[config.mk]
export PLATFORM = sky130hd
export DESIGN_NAME = led_pattern_sequencer
export DESIGN_NICKNAME = d
export VERILOG_FILES = /design/src/rtl/led_pattern_sequencer.sv
export SDC_FILE = /design/constraint.sdc
export NUM_CORES = 1
export LEC_CHECK = 0
export CAP_MARGIN = 15
export CORE_MARGIN = 4
export CORE_UTILIZATION = 40
export DETAILED_ROUTE_END_ITERATION = 8
export PLACE_DENSITY = 0.64
export SKIP_CTS_REPAIR_TIMING = 1
export SYNTH_ARGS = -nofsm -noshare
export SYNTH_HDL_FRONTEND = slang
export SYNTH_SLANG_ARGS = --single-unit
[constraint.sdc]
create_clock -name clk -period 5.6 [get_ports clk]
set_input_delay 1.12 -clock clk [delete_from_list [all_inputs] [get_ports clk]]
set_output_delay 1.12 -clock clk [all_outputs]
set_load 0.005 [all_outputs]
[src/rtl/led_pattern_sequencer.sv]
// LED pattern sequencer: decodes key-press-count commands into display patterns
// and steps the LED bank on a programmable tick.
module led_pattern_sequencer #(
  parameter int unsigned LED_W    = 8,
  parameter int unsigned TICK_DIV = 50_000
) (
  input  logic             clk,
  input  logic             rst,
  input  logic             cmd_valid,
  input  logic [2:0]       cmd_count,
  output logic [LED_W-1:0] led,
  output logic [2:0]       mode,
  output logic             paused,
  output logic             fast
);

  localparam int unsigned CntW = (TICK_DIV > 1) ? $clog2(TICK_DIV) : 1;
  localparam logic [CntW-1:0] LastSlow = CntW'(TICK_DIV - 1);
  localparam logic [CntW-1:0] LastFast = CntW'(TICK_DIV / 4 - 1);

  localparam logic [2:0] ModeOff   = 3'd1;
  localparam logic [2:0] ModeShl   = 3'd2;
  localparam logic [2:0] ModeShr   = 3'd3;
  localparam logic [2:0] ModeBlink = 3'd4;
  localparam logic [2:0] ModePing  = 3'd5;

  localparam logic [LED_W-1:0] LedLsb = {{(LED_W-1){1'b0}}, 1'b1};
  localparam logic [LED_W-1:0] LedMsb = {1'b1, {(LED_W-1){1'b0}}};

  typedef enum logic [1:0] {StOff, StRun, StPause} state_e;

  state_e          state;
  logic [CntW-1:0] tick_cnt;
  logic            dir_left;

  logic             cmd_act;
  logic             tick_wrap;
  logic [LED_W-1:0] led_step;
  logic             dir_step;
  logic [LED_W-1:0] led_init;

  assign cmd_act   = cmd_valid && (cmd_count != 3'd0);
  assign tick_wrap = (state == StRun) && (tick_cnt == (fast ? LastFast : LastSlow));

  // Next LED value for one pattern step in the current mode.
  always_comb begin
    led_step = led;
    dir_step = dir_left;
    case (mode)
      ModeShl:   led_step = {led[LED_W-2:0], led[LED_W-1]};
      ModeShr:   led_step = {led[0], led[LED_W-1:1]};
      ModeBlink: led_step = ~led;
      ModePing: begin
        if (dir_left) begin
          led_step = led << 1;
          if (led[LED_W-2]) dir_step = 1'b0;
        end else begin
          led_step = led >> 1;
          if (led[1]) dir_step = 1'b1;
        end
      end
      default: ;
    endcase
  end

  always_comb begin
    case (cmd_count)
      3'd3:    led_init = LedMsb;
      3'd4:    led_init = '1;
      default: led_init = LedLsb;
    endcase
  end

  always_ff @(posedge clk or negedge rst) begin
    if (!rst) begin
      state    <= StOff;
      led      <= '0;
      mode     <= ModeOff;
      paused   <= 1'b0;
      fast     <= 1'b0;
      tick_cnt <= '0;
      dir_left <= 1'b1;
    end else if (cmd_act) begin
      // A command always wins over a coincident tick wrap; that step is dropped.
      case (cmd_count)
        3'd1: begin
          state    <= StOff;
          led      <= '0;
          mode     <= ModeOff;
          paused   <= 1'b0;
          tick_cnt <= '0;
        end
        3'd2, 3'd3, 3'd4, 3'd5: begin
          state    <= StRun;
          led      <= led_init;
          mode     <= cmd_count;
          paused   <= 1'b0;
          tick_cnt <= '0;
          dir_left <= 1'b1;
        end
        3'd6: begin
          if (state == StRun) begin
            state  <= StPause;
            paused <= 1'b1;
          end else if (state == StPause) begin
            state  <= StRun;
            paused <= 1'b0;
          end
        end
        3'd7: begin
          fast     <= ~fast;
          tick_cnt <= '0;
        end
        default: ;
      endcase
    end else if (state == StRun) begin
      if (tick_wrap) begin
        tick_cnt <= '0;
        led      <= led_step;
        dir_left <= dir_step;
      end else begin
        tick_cnt <= tick_cnt + 1'b1;
      end
    end
  end

endmodule
== Word-level counts from Yosys, hierarchy flattened ==
Cells that the tools add are included.

* Add/subtract/negate cells: 1
* Eq/ne operators: 18
* Multiplexer cells: 27
* Bitwise logic cells: 2
* Reductions and logical operators: 20

{| class="wikitable"
|+ Operator list
! kind !! number
|-
| 16-bit two-way mux || 5
|-
| 8-bit two-way mux || 4
|-
| 8-bit one-hot mux with 2 select lines || 2
|-
| 8-bit one-hot mux with 4 select lines || 1
|-
| 3-bit == test (second input constant) || 6
|-
| 16-bit by 1-bit adder with 16-bit output (second input constant) || 1
|-
| 16-bit == test || 1
|-
| 3-bit by 2-bit == test with 1-bit output (second input constant) || 4
|-
| 1-bit two-way mux || 10
|-
| 2-bit nonzero test || 5
|-
| 8-bit inverter || 1
|-
| 4-bit AND reduction || 2
|-
| 2-bit one-hot mux with 3 select lines || 1
|-
| 3-bit one-hot mux with 2 select lines || 1
|-
| 2-bit AND reduction || 3
|-
| 3-bit AND reduction || 2
|-
| 3-bit nonzero test || 2
|-
| 6-bit OR reduction || 1
|-
| 5-bit nonzero test || 1
|-
| 5-bit OR reduction || 1
|-
| 2-bit two-way mux || 2
|-
| 4-bit OR reduction || 1
|-
| 3-bit by 1-bit == test with 1-bit output (second input constant) || 1
|-
| 3-bit by 1-bit inequality test with 1-bit output (second input constant) || 1
|-
| 8 further kinds || 9
|}

* Bits in registers: 32
* Input bits: 6
* Output and inout bits: 13
* Logic and storage cells: 75

== Depth between registers and ports, before layout ==
Gate-level depths: netlist of run 1.

* Depth after elaboration: 6
* Gate-level depth with buffers: 9
* Gate-level depth less buffers: 7

== Least setup slack after synthesis of run 1 ==
Ideal clock, no wire load.

* Kind: input -> register
* Start: input cmd_count[1]
* End: register led[1]
* Library setup time: 125 ps
* Data arrival time: 2877 ps
* Setup slack: 2598 ps
* Stages: 8
* Path buffers: 2
* Cells stage by stage: buf_2 inv_1 ha_1 o21ai_0 and2_1 clkbuf_1 a31oi_4 mux2_2

* Word-level cells in the longest chain between the ends: 4
* Elaborated cells on any way between the ends: 16

{| class="wikitable"
|+ RTL lines
! element !! RTL line !! text
|-
| from (decl) || 10 || <nowiki>input logic [2:0] cmd_count,</nowiki>
|-
| 3-bit by 2-bit == test with 1-bit output, or another cell as far along || 85 || <nowiki>case (cmd_count)</nowiki>
|-
| 4-bit OR reduction, or another cell as far along || n/a ||
|-
| 3-bit by 1-bit inequality test with 1-bit output (no source line), or another cell as far along || n/a ||
|-
| 4-bit AND reduction (no source line) / 8-bit two-way mux (equally long branches) || n/a ||
|-
| to (signal assigned) || 95 || <nowiki>led <= led_init;</nowiki>
|-
| to (signal assigned) || 119 || <nowiki>led <= led_step;</nowiki>
|-
| to (decl) || 11 || <nowiki>output logic [LED_W-1:0] led,</nowiki>
|}

Several ways; a longest one is shown, not always the timed one.
A chain may end at the register's enable or synchronous reset.

== Worst setup path after layout of run 1 ==
* Start: input cmd_count[1]
* End: register tick_cnt[9]

* Word-level cells in the longest chain between the ends: 4
* Elaborated cells on any way between the ends: 13

{| class="wikitable"
|+ RTL lines
! element !! RTL line !! text
|-
| 3-bit by 2-bit == test with 1-bit output, or another cell as far along || 85 ||
|-
| 6-bit OR reduction (no source line) / 1-bit logical AND (equally long branches) || n/a ||
|-
| 2-bit inequality test (no source line) / 2-bit nonzero test (equally long branches) || n/a ||
|-
| 2-bit AND reduction (no source line) || n/a ||
|-
| to (signal assigned) || 122 || <nowiki>tick_cnt <= tick_cnt + 1'b1;</nowiki>
|-
| to (decl) || 33 || <nowiki>logic [CntW-1:0] tick_cnt;</nowiki>
|}

Several ways; a longest one is shown, not always the timed one.

==> summary.md, run 1 <==
| Metric | Value |
|---|---|
| Crit-path slowest cell | clkdlybuf4s50_1 |
| Clock Sink Count | 32 |
| Final worst-path cycle share | 0.689 |
| Per-cell routed wire length | 15.7 microns |
| Slew Limit Fails | 0 |
| Detailed placement HPWL | approximately 3.3 mm |
| Run status | finished clean |
| Clock Latency Late Sink | 0.29 ns |
| Hold path start | state[0] |
| # rows | 26 |
| Crit start category | primary input |
| Hold Crit Class | register to register |
| Clock power frac | 0.277 |
| First-pass GRT wire length | 8.40 mm |
| N_diodes | 0 |
| Top_reg_cell synth | dfrtp_1 |
| Req. time, crit path | 5.74 ns |
| Pre-antenna DRT Iters | 5 |
| CTS Buf Count | 5 |
| Final instance area | between 0.002 and 0.0025 sq mm |
| Syn_nets | 239 |
| Longest Clk Path Bufs | 2 |
| Power after layout | 0.000784 W |
| Initial core utilization | 0.415 |
| Final nets | 251 |
| Internal Power | 0.000532 W |
| Period minus WS final | 3.86 ns |
| Hold Vio Cnt, Final | 0 |
| CTS root buf | clkbuf_8 |
| Total number of vias | 1,789 |
| RR Startpoint | tick_cnt[2] |
| Pwr dens | 321 mW/mm^2 |
| Maximum vdd drop | 0.000167 V |
| CP endpoint kind | register |
| Die Ht | 80.8 microns |
| Area after DPL | 0.00233 sq mm |
| Post-synth EDFFs | 0 |
| Layout Skew | 0.00532 ns |
| RSZ-0062 raised after global routing | false |
| Largest net degree at the start of global routing | 33 |
| Comb pwr share | 0.298 |
| Sw Share | 0.321 |
| GRT Util Overall | 0.166 |
| GR Overflow Total | 0 |
| Crit path buffers/inverters | 2 |
| Yosys Warn Count | 0 |
| Worst Path Arrival | roughly 4 ns |
| I/O pins | 19 |
| Synth Cell Area | between 0.002 and 0.0025 sq mm |
| Seq/Total Area, Yosys | 0.379 |
| Switching Power | roughly 0.00025 W |
| Cell variety after synth | 54 |
| Buffers on Ports | 18 |
| Delay-heaviest family, CP | buffers and inverters |
| Total Routed Length | 4.90 mm |
| Slew HR | 0.322 |
| CTS tree | built |
| FMAX | around 0.26 GHz |
| Critical Path, Cell by Cell | clkdlybuf4s50_1 -> inv_1 -> ha_1 -> o21ai_0 -> nand2_1 -> a2111oi_0 -> xnor2_1 -> nor2_1 |
| Htree depth | 2 |
| Final GP Congestion | 0.838 |
| Flop pwr share | 0.425 |
| Initial antenna violation count | 0 |
| Commonest cells after routing, fill and taps aside | dfrtp_1, nand2_1, clkdlybuf4s50_1, nor2_1, o21ai_0 |
| Setup-failing EPs final | 0 |
| Cell count after synthesis | between 200 and 250 |
| Critical path type | primary input to register |
| DR DRC count | 0 |
| Fill count | ~500 |
| Max-cap violations | 0 |
| Post-synth ARST share | 1.00 |
| Leading cell type in the layout, fill and taps excluded | dfrtp_1 |
| Layout cells sized above 1 | 0.107 |
| Leak | slightly below 1 nW |
| Non-filler cells, final | 312 |
| Syn_area_per_cell | 9.24 sq um |
| Clock-pin slew on the worst setup and hold paths | roughly 0.06 ns |
| Vias in the first global route | 1,723 |
| Placed cell count | 304 |
| Worst slew pin tran | roughly 1.0 ns |
| First DRT Iteration DRCs | 174 |
| Post-route ant nets | 0 |
| Area grow syn2layout | 15.3% |
| Die area | 0.00652 sq mm |
| Register bit total from synthesis | 32 |
| Die Width | 80.8 microns |
| Worst-path fanout max | 15 |
| Core box area | slightly above 0.005 sq mm |
| Critical Path Source | cmd_count[1] |
| Slowest Stage Delay on Critical Path | 0.74 ns |
| Vias per inst | between 5 and 6 |
| Setup TNS | 0 ns |
==> worst register-to-register path: stages, from the launching register on <==
cell,delay (ns)
dfrtp_1,0.47
nor4bb_1,0.39
nand3_1,0.18
a221oi_4,0.47
a2bb2oi_2,0.53
o21ai_0,0.18
==> registers in the layout (all words and copies together) (netlist names) <==
name	flops
paused	1
state	2
fast	1
led	8
mode	3
dir_left	1
tick_cnt	16
==> kinds of logic after synthesis <==
| group | synth area share |
|---|---|
| mux | 0.0473 |
| flops | 0.379 |
| fa+ha+maj | 0.0236 |
| buf+inv | 0.0420 |
| xor+xnor | 0.0579 |
| compound gates | 0.255 |
| simple gates | 0.194 |
==> area by class of cell <==
cell class,instances,area (sq um),share of cell area
Tap cell,70,87.6,0.0359
Sequential cell,32,803,0.329
Timing Repair Buffer,19,188,0.0769
Clock inverter,2,35.0,0.0144
Multi-Input combinational cell,175,1220,0.502
Clock buffer,6,72.6,0.0297
Inverter,8,30.0,0.0123
==> through the flow <==
step | hold WS [ns] | worst slack, ns | utilization
after detailed placement | 0.505 | 1.56 | 0.457
after floorplan | 0.487 | 2.60 | -
after global routing | 0.544 | 1.51 | 0.478
after CTS | 0.524 | 1.84 | 0.478
final | 0.517 | 1.74 | 0.478
after global placement | 0.497 | 1.71 | 0.457
==> final timing paths <==
path | to | slack (ns) | cells past startpoint
max | tick_cnt[9] | 1.74 | 8
min | state[0] | 0.52 | 1
max reg2reg | tick_cnt[10] | 3.25 | 5
min reg2reg | state[0] | 0.52 | 1
max in group asynchronous | dir_left | 4.02 | 2
min in group asynchronous | led[7] | 1.24 | 2
==> power by group through the flow <==
stage | clock network [W] | registers (W) | logic [W]
after floorplan | 0 | 0.000319 | 0.000149
after global placement | 0 | 0.000336 | 0.000234
after detailed placement | 0 | 0.000337 | 0.000234
after CTS | 0.000225 | 0.000333 | 0.000236
after global routing | 0.000234 | 0.000342 | 0.000259
final | 0.000217 | 0.000333 | 0.000234
==> Yosys cell counts, drive strengths merged (4+ instances only) <==
| cell | count | area (sq um) |
|---|---|---|
| dfrtp | 30 | 751 |
| nand2 | 18 | 67.6 |
| nor2 | 17 | 63.8 |
| o21ai | 13 | 65.1 |
| a21oi | 11 | 55.1 |
| xnor2 | 11 | 96.3 |
| clkbuf | 9 | 35.0 |
| nand3 | 9 | 45.0 |
| a211oi | 8 | 60.1 |
| inv | 8 | 30.0 |
| mux2 | 8 | 90.1 |
| a211o | 7 | 61.3 |
| or3 | 7 | 43.8 |
| o211ai | 6 | 45.0 |
| buf | 5 | 23.8 |
| a2111oi | 4 | 35.0 |
| ha | 4 | 50.1 |
| nand2b | 4 | 25.0 |
==> routing by layer <==
layer  global-route usage  wire length (microns)  up-vias
li1                     -                      -      878
met1                0.215                   2340      863
met2                0.278                   2300       43
met3               0.0344                    205        5
met4               0.0490                     46        0
met5                    0                      0        -
(Power assumes the default switching activity.)
==> run 2: changes to the inputs <==
Clock period 5.6 ns to 3.9 ns, I/O delays scaled along.
==> summary.md, run 2 (synthesis results as in run 1) <==
| Metric | Value |
|---|---|
| Run status | finished clean |
| Layout Skew | 0.00945 ns (+0.00413 ns) |
| Per-cell routed wire length | 15.3 microns (-2.4%) |
| GRT Util Overall | 0.166 (+0.000743) |
| Htree depth | 2 (unchanged) |
| Detailed placement HPWL | 3.36 mm (+0.83%) |
| Sw Share | 0.340 (+0.0195) |
| R2R cell count | 5 (unchanged) |
| Worst Hold Depth | 1 (unchanged) |
| Total number of vias | 1,807 (+1.0%) |
| Max-cap violations | 0 (unchanged) |
| Hold Crit Class | register to register |
| Final worst-path cycle share | 0.801 |
| Worst-path fanout max | 15 (unchanged) |
| Setup-failing EPs final | 0 (unchanged) |
| Req. time, crit path | 4.05 ns (-1.69 ns) |
| CTS root buf | clkbuf_8 |
| I/O pins | 19 (unchanged) |
| Final nets | 254 (+1.2%) |
| Maximum vdd drop | 0.000269 V (+61%) |
| CP endpoint kind | register |
| Final GP Congestion | 0.806 (-3.9%) |
| Critical Path, Cell by Cell | clkdlybuf4s50_1 -> inv_1 -> ha_1 -> o21ai_0 -> nand2_1 -> a2111oi_0 -> xnor2_1 -> nor2_1 |
| Leak | 0.982 nW (+1.1%) |
| Post-route ant nets | 0 (unchanged) |
| FF-to-FF End | tick_cnt[10] |
| Pwr dens | 445 mW/mm^2 (+39%) |
| Die Width | 80.8 microns (unchanged) |
| Leading cell type in the layout, fill and taps excluded | dfrtp_1 |
| First DRT Iteration DRCs | 104 (-40%) |
| DR DRC count | 0 (unchanged) |
| Hold Vio Cnt, Final | 0 (unchanged) |
| RR Startpoint | tick_cnt[2] |
| Vias in the first global route | 1,724 (+0.058%) |
| Initial core utilization | 0.415 (unchanged) |
| FMAX | 0.320 GHz |
| Longest Clk Path Bufs | 2 (unchanged) |
| Worst Path Arrival | 3.28 ns (-0.73 ns) |
| Crit start category | primary input |
| Comb pwr share | 0.313 (+0.015) |
| Flop-to-flop setup slack | 1.55 ns (-1.70 ns) |
| Critical path type | primary input to register |
| Worst slew pin tran | 0.959 ns (-0.0559 ns) |
| Commonest cells after routing, fill and taps aside | dfrtp_1, nand2_1, clkdlybuf4s50_1, nor2_1, o21ai_0 |
| Setup TNS | 0 ns (unchanged) |
| Flop pwr share | 0.439 (+0.014) |
| Hold EP | state[0] |
| Total Routed Length | 4.82 mm (-1.5%) |
| Initial antenna violation count | 0 (unchanged) |
| Slew HR | 0.359 (+0.0374) |
| Top flop regs | tick_cnt x16, led x8, mode x3 |
| Layout cells sized above 1 | 0.122 (+0.0150) |
| Buffers on Ports | 18 (unchanged) |
| Top reg by flops | tick_cnt |
| GR Overflow Total | 0 (unchanged) |
| Vias per inst | 5.74 (about the same) |
| Slew Limit Fails | 0 (unchanged) |
| Die area | 0.00652 sq mm (unchanged) |
| CTS Buf Count | 5 (unchanged) |
| # rows | 26 (unchanged) |
| Hold path start | state[0] |
| Pre-antenna DRT Iters | 4 (-1) |
| Clock Latency Late Sink | 0.29 ns (about the same) |
| Placed cell count | 307 (+0.99%) |
| Area grow syn2layout | 15.7% |
| Slowest Stage Delay on Critical Path | 0.68 ns (-0.06 ns) |
| Die Ht | 80.8 microns (unchanged) |
| Period minus WS final | 3.12 ns |
| CTS tree | built |
| First-pass GRT wire length | 8.54 mm (+1.6%) |
| Core box area | 0.00511 sq mm (unchanged) |
| Clock power frac | 0.248 (-0.029) |
| Largest net degree at the start of global routing | 33 (unchanged) |
| Internal Power | 0.000719 W (+35%) |
| N_diodes | 0 (unchanged) |
| Crit-path slowest cell | a2111oi_0 |
| RSZ-0062 raised after global routing | false |
| Max reg flops | 16 (unchanged) |
| Switching Power | 0.000371 W (+47%) |
| Clock-pin slew on the worst setup and hold paths | 0.07 ns (about the same) |
| Clock Sink Count | 32 (unchanged) |
| Non-filler cells, final | 315 (+0.96%) |
[run 2: cell count changes in the layout (fill, tap and decap cells not counted), sizes merged]
cell    previous run  this run
buf                1         4
bufinv             1         0
clkinv             1         2
[run 2: through the flow]
stage	setup slack, ns	util	instance area (sq um)	hold slack [ns]	power [W]
2_1_floorplan	1.24	-	2120	0.484	0.000672
3_3_place_gp	0.611	0.461	2360	0.498	0.000819
3_5_place_dp	0.515	0.461	2360	0.509	0.000824
4_1_cts	0.812	0.479	2450	0.522	0.00110
5_1_grt	0.571	0.479	2450	0.527	0.00117
6_report	0.777	0.479	2450	0.515	0.00109
[run 2: layer usage]
layer	GRT usage	part of all wire
met1	0.232	0.49
met2	0.262	0.46
met3	0.0366	0.041
met4	0.0456	0.012
met5	0	0
[run 2: power groups by stage]
stage               clock (W)  combinational [W]  sequential, W
floorplan                   0           0.000215       0.000458
global placement            0           0.000338       0.000481
detailed placement          0           0.000341       0.000483
CTS                  0.000280           0.000343       0.000477
global route         0.000296           0.000384       0.000491
finish               0.000270           0.000341       0.000478
[run 2: layout make-up]
class,instances,area (sq um)
tap,70,87.6
multi-input combinational,175,1220
timing repair buffer,22,210
sequential,32,803
clock buffer,6,82.6
inverter,8,30.0
clock inverter,2,10.0
fill,517,2660
[run 2: worst max-delay path by stage]
stage	start	end	slack [ns]	cells past startpoint
after floorplan	cmd_count[1]	led[1]	1.24	8
after global placement	cmd_count[0]	tick_cnt[15]	0.61	6
after detailed placement	cmd_count[1]	tick_cnt[15]	0.51	8
after CTS	cmd_count[1]	tick_cnt[15]	0.81	8
after global routing	cmd_count[1]	tick_cnt[15]	0.57	8
final	cmd_count[1]	tick_cnt[15]	0.78	8
[run 2: worst max-delay path: cells and delay by family]
kind,cells,cell delay [ns]
compound gates,2,0.90
buf+inv,2,0.55
simple gates,2,0.46
fa+ha+maj,1,0.39
xor+xnor,1,0.20
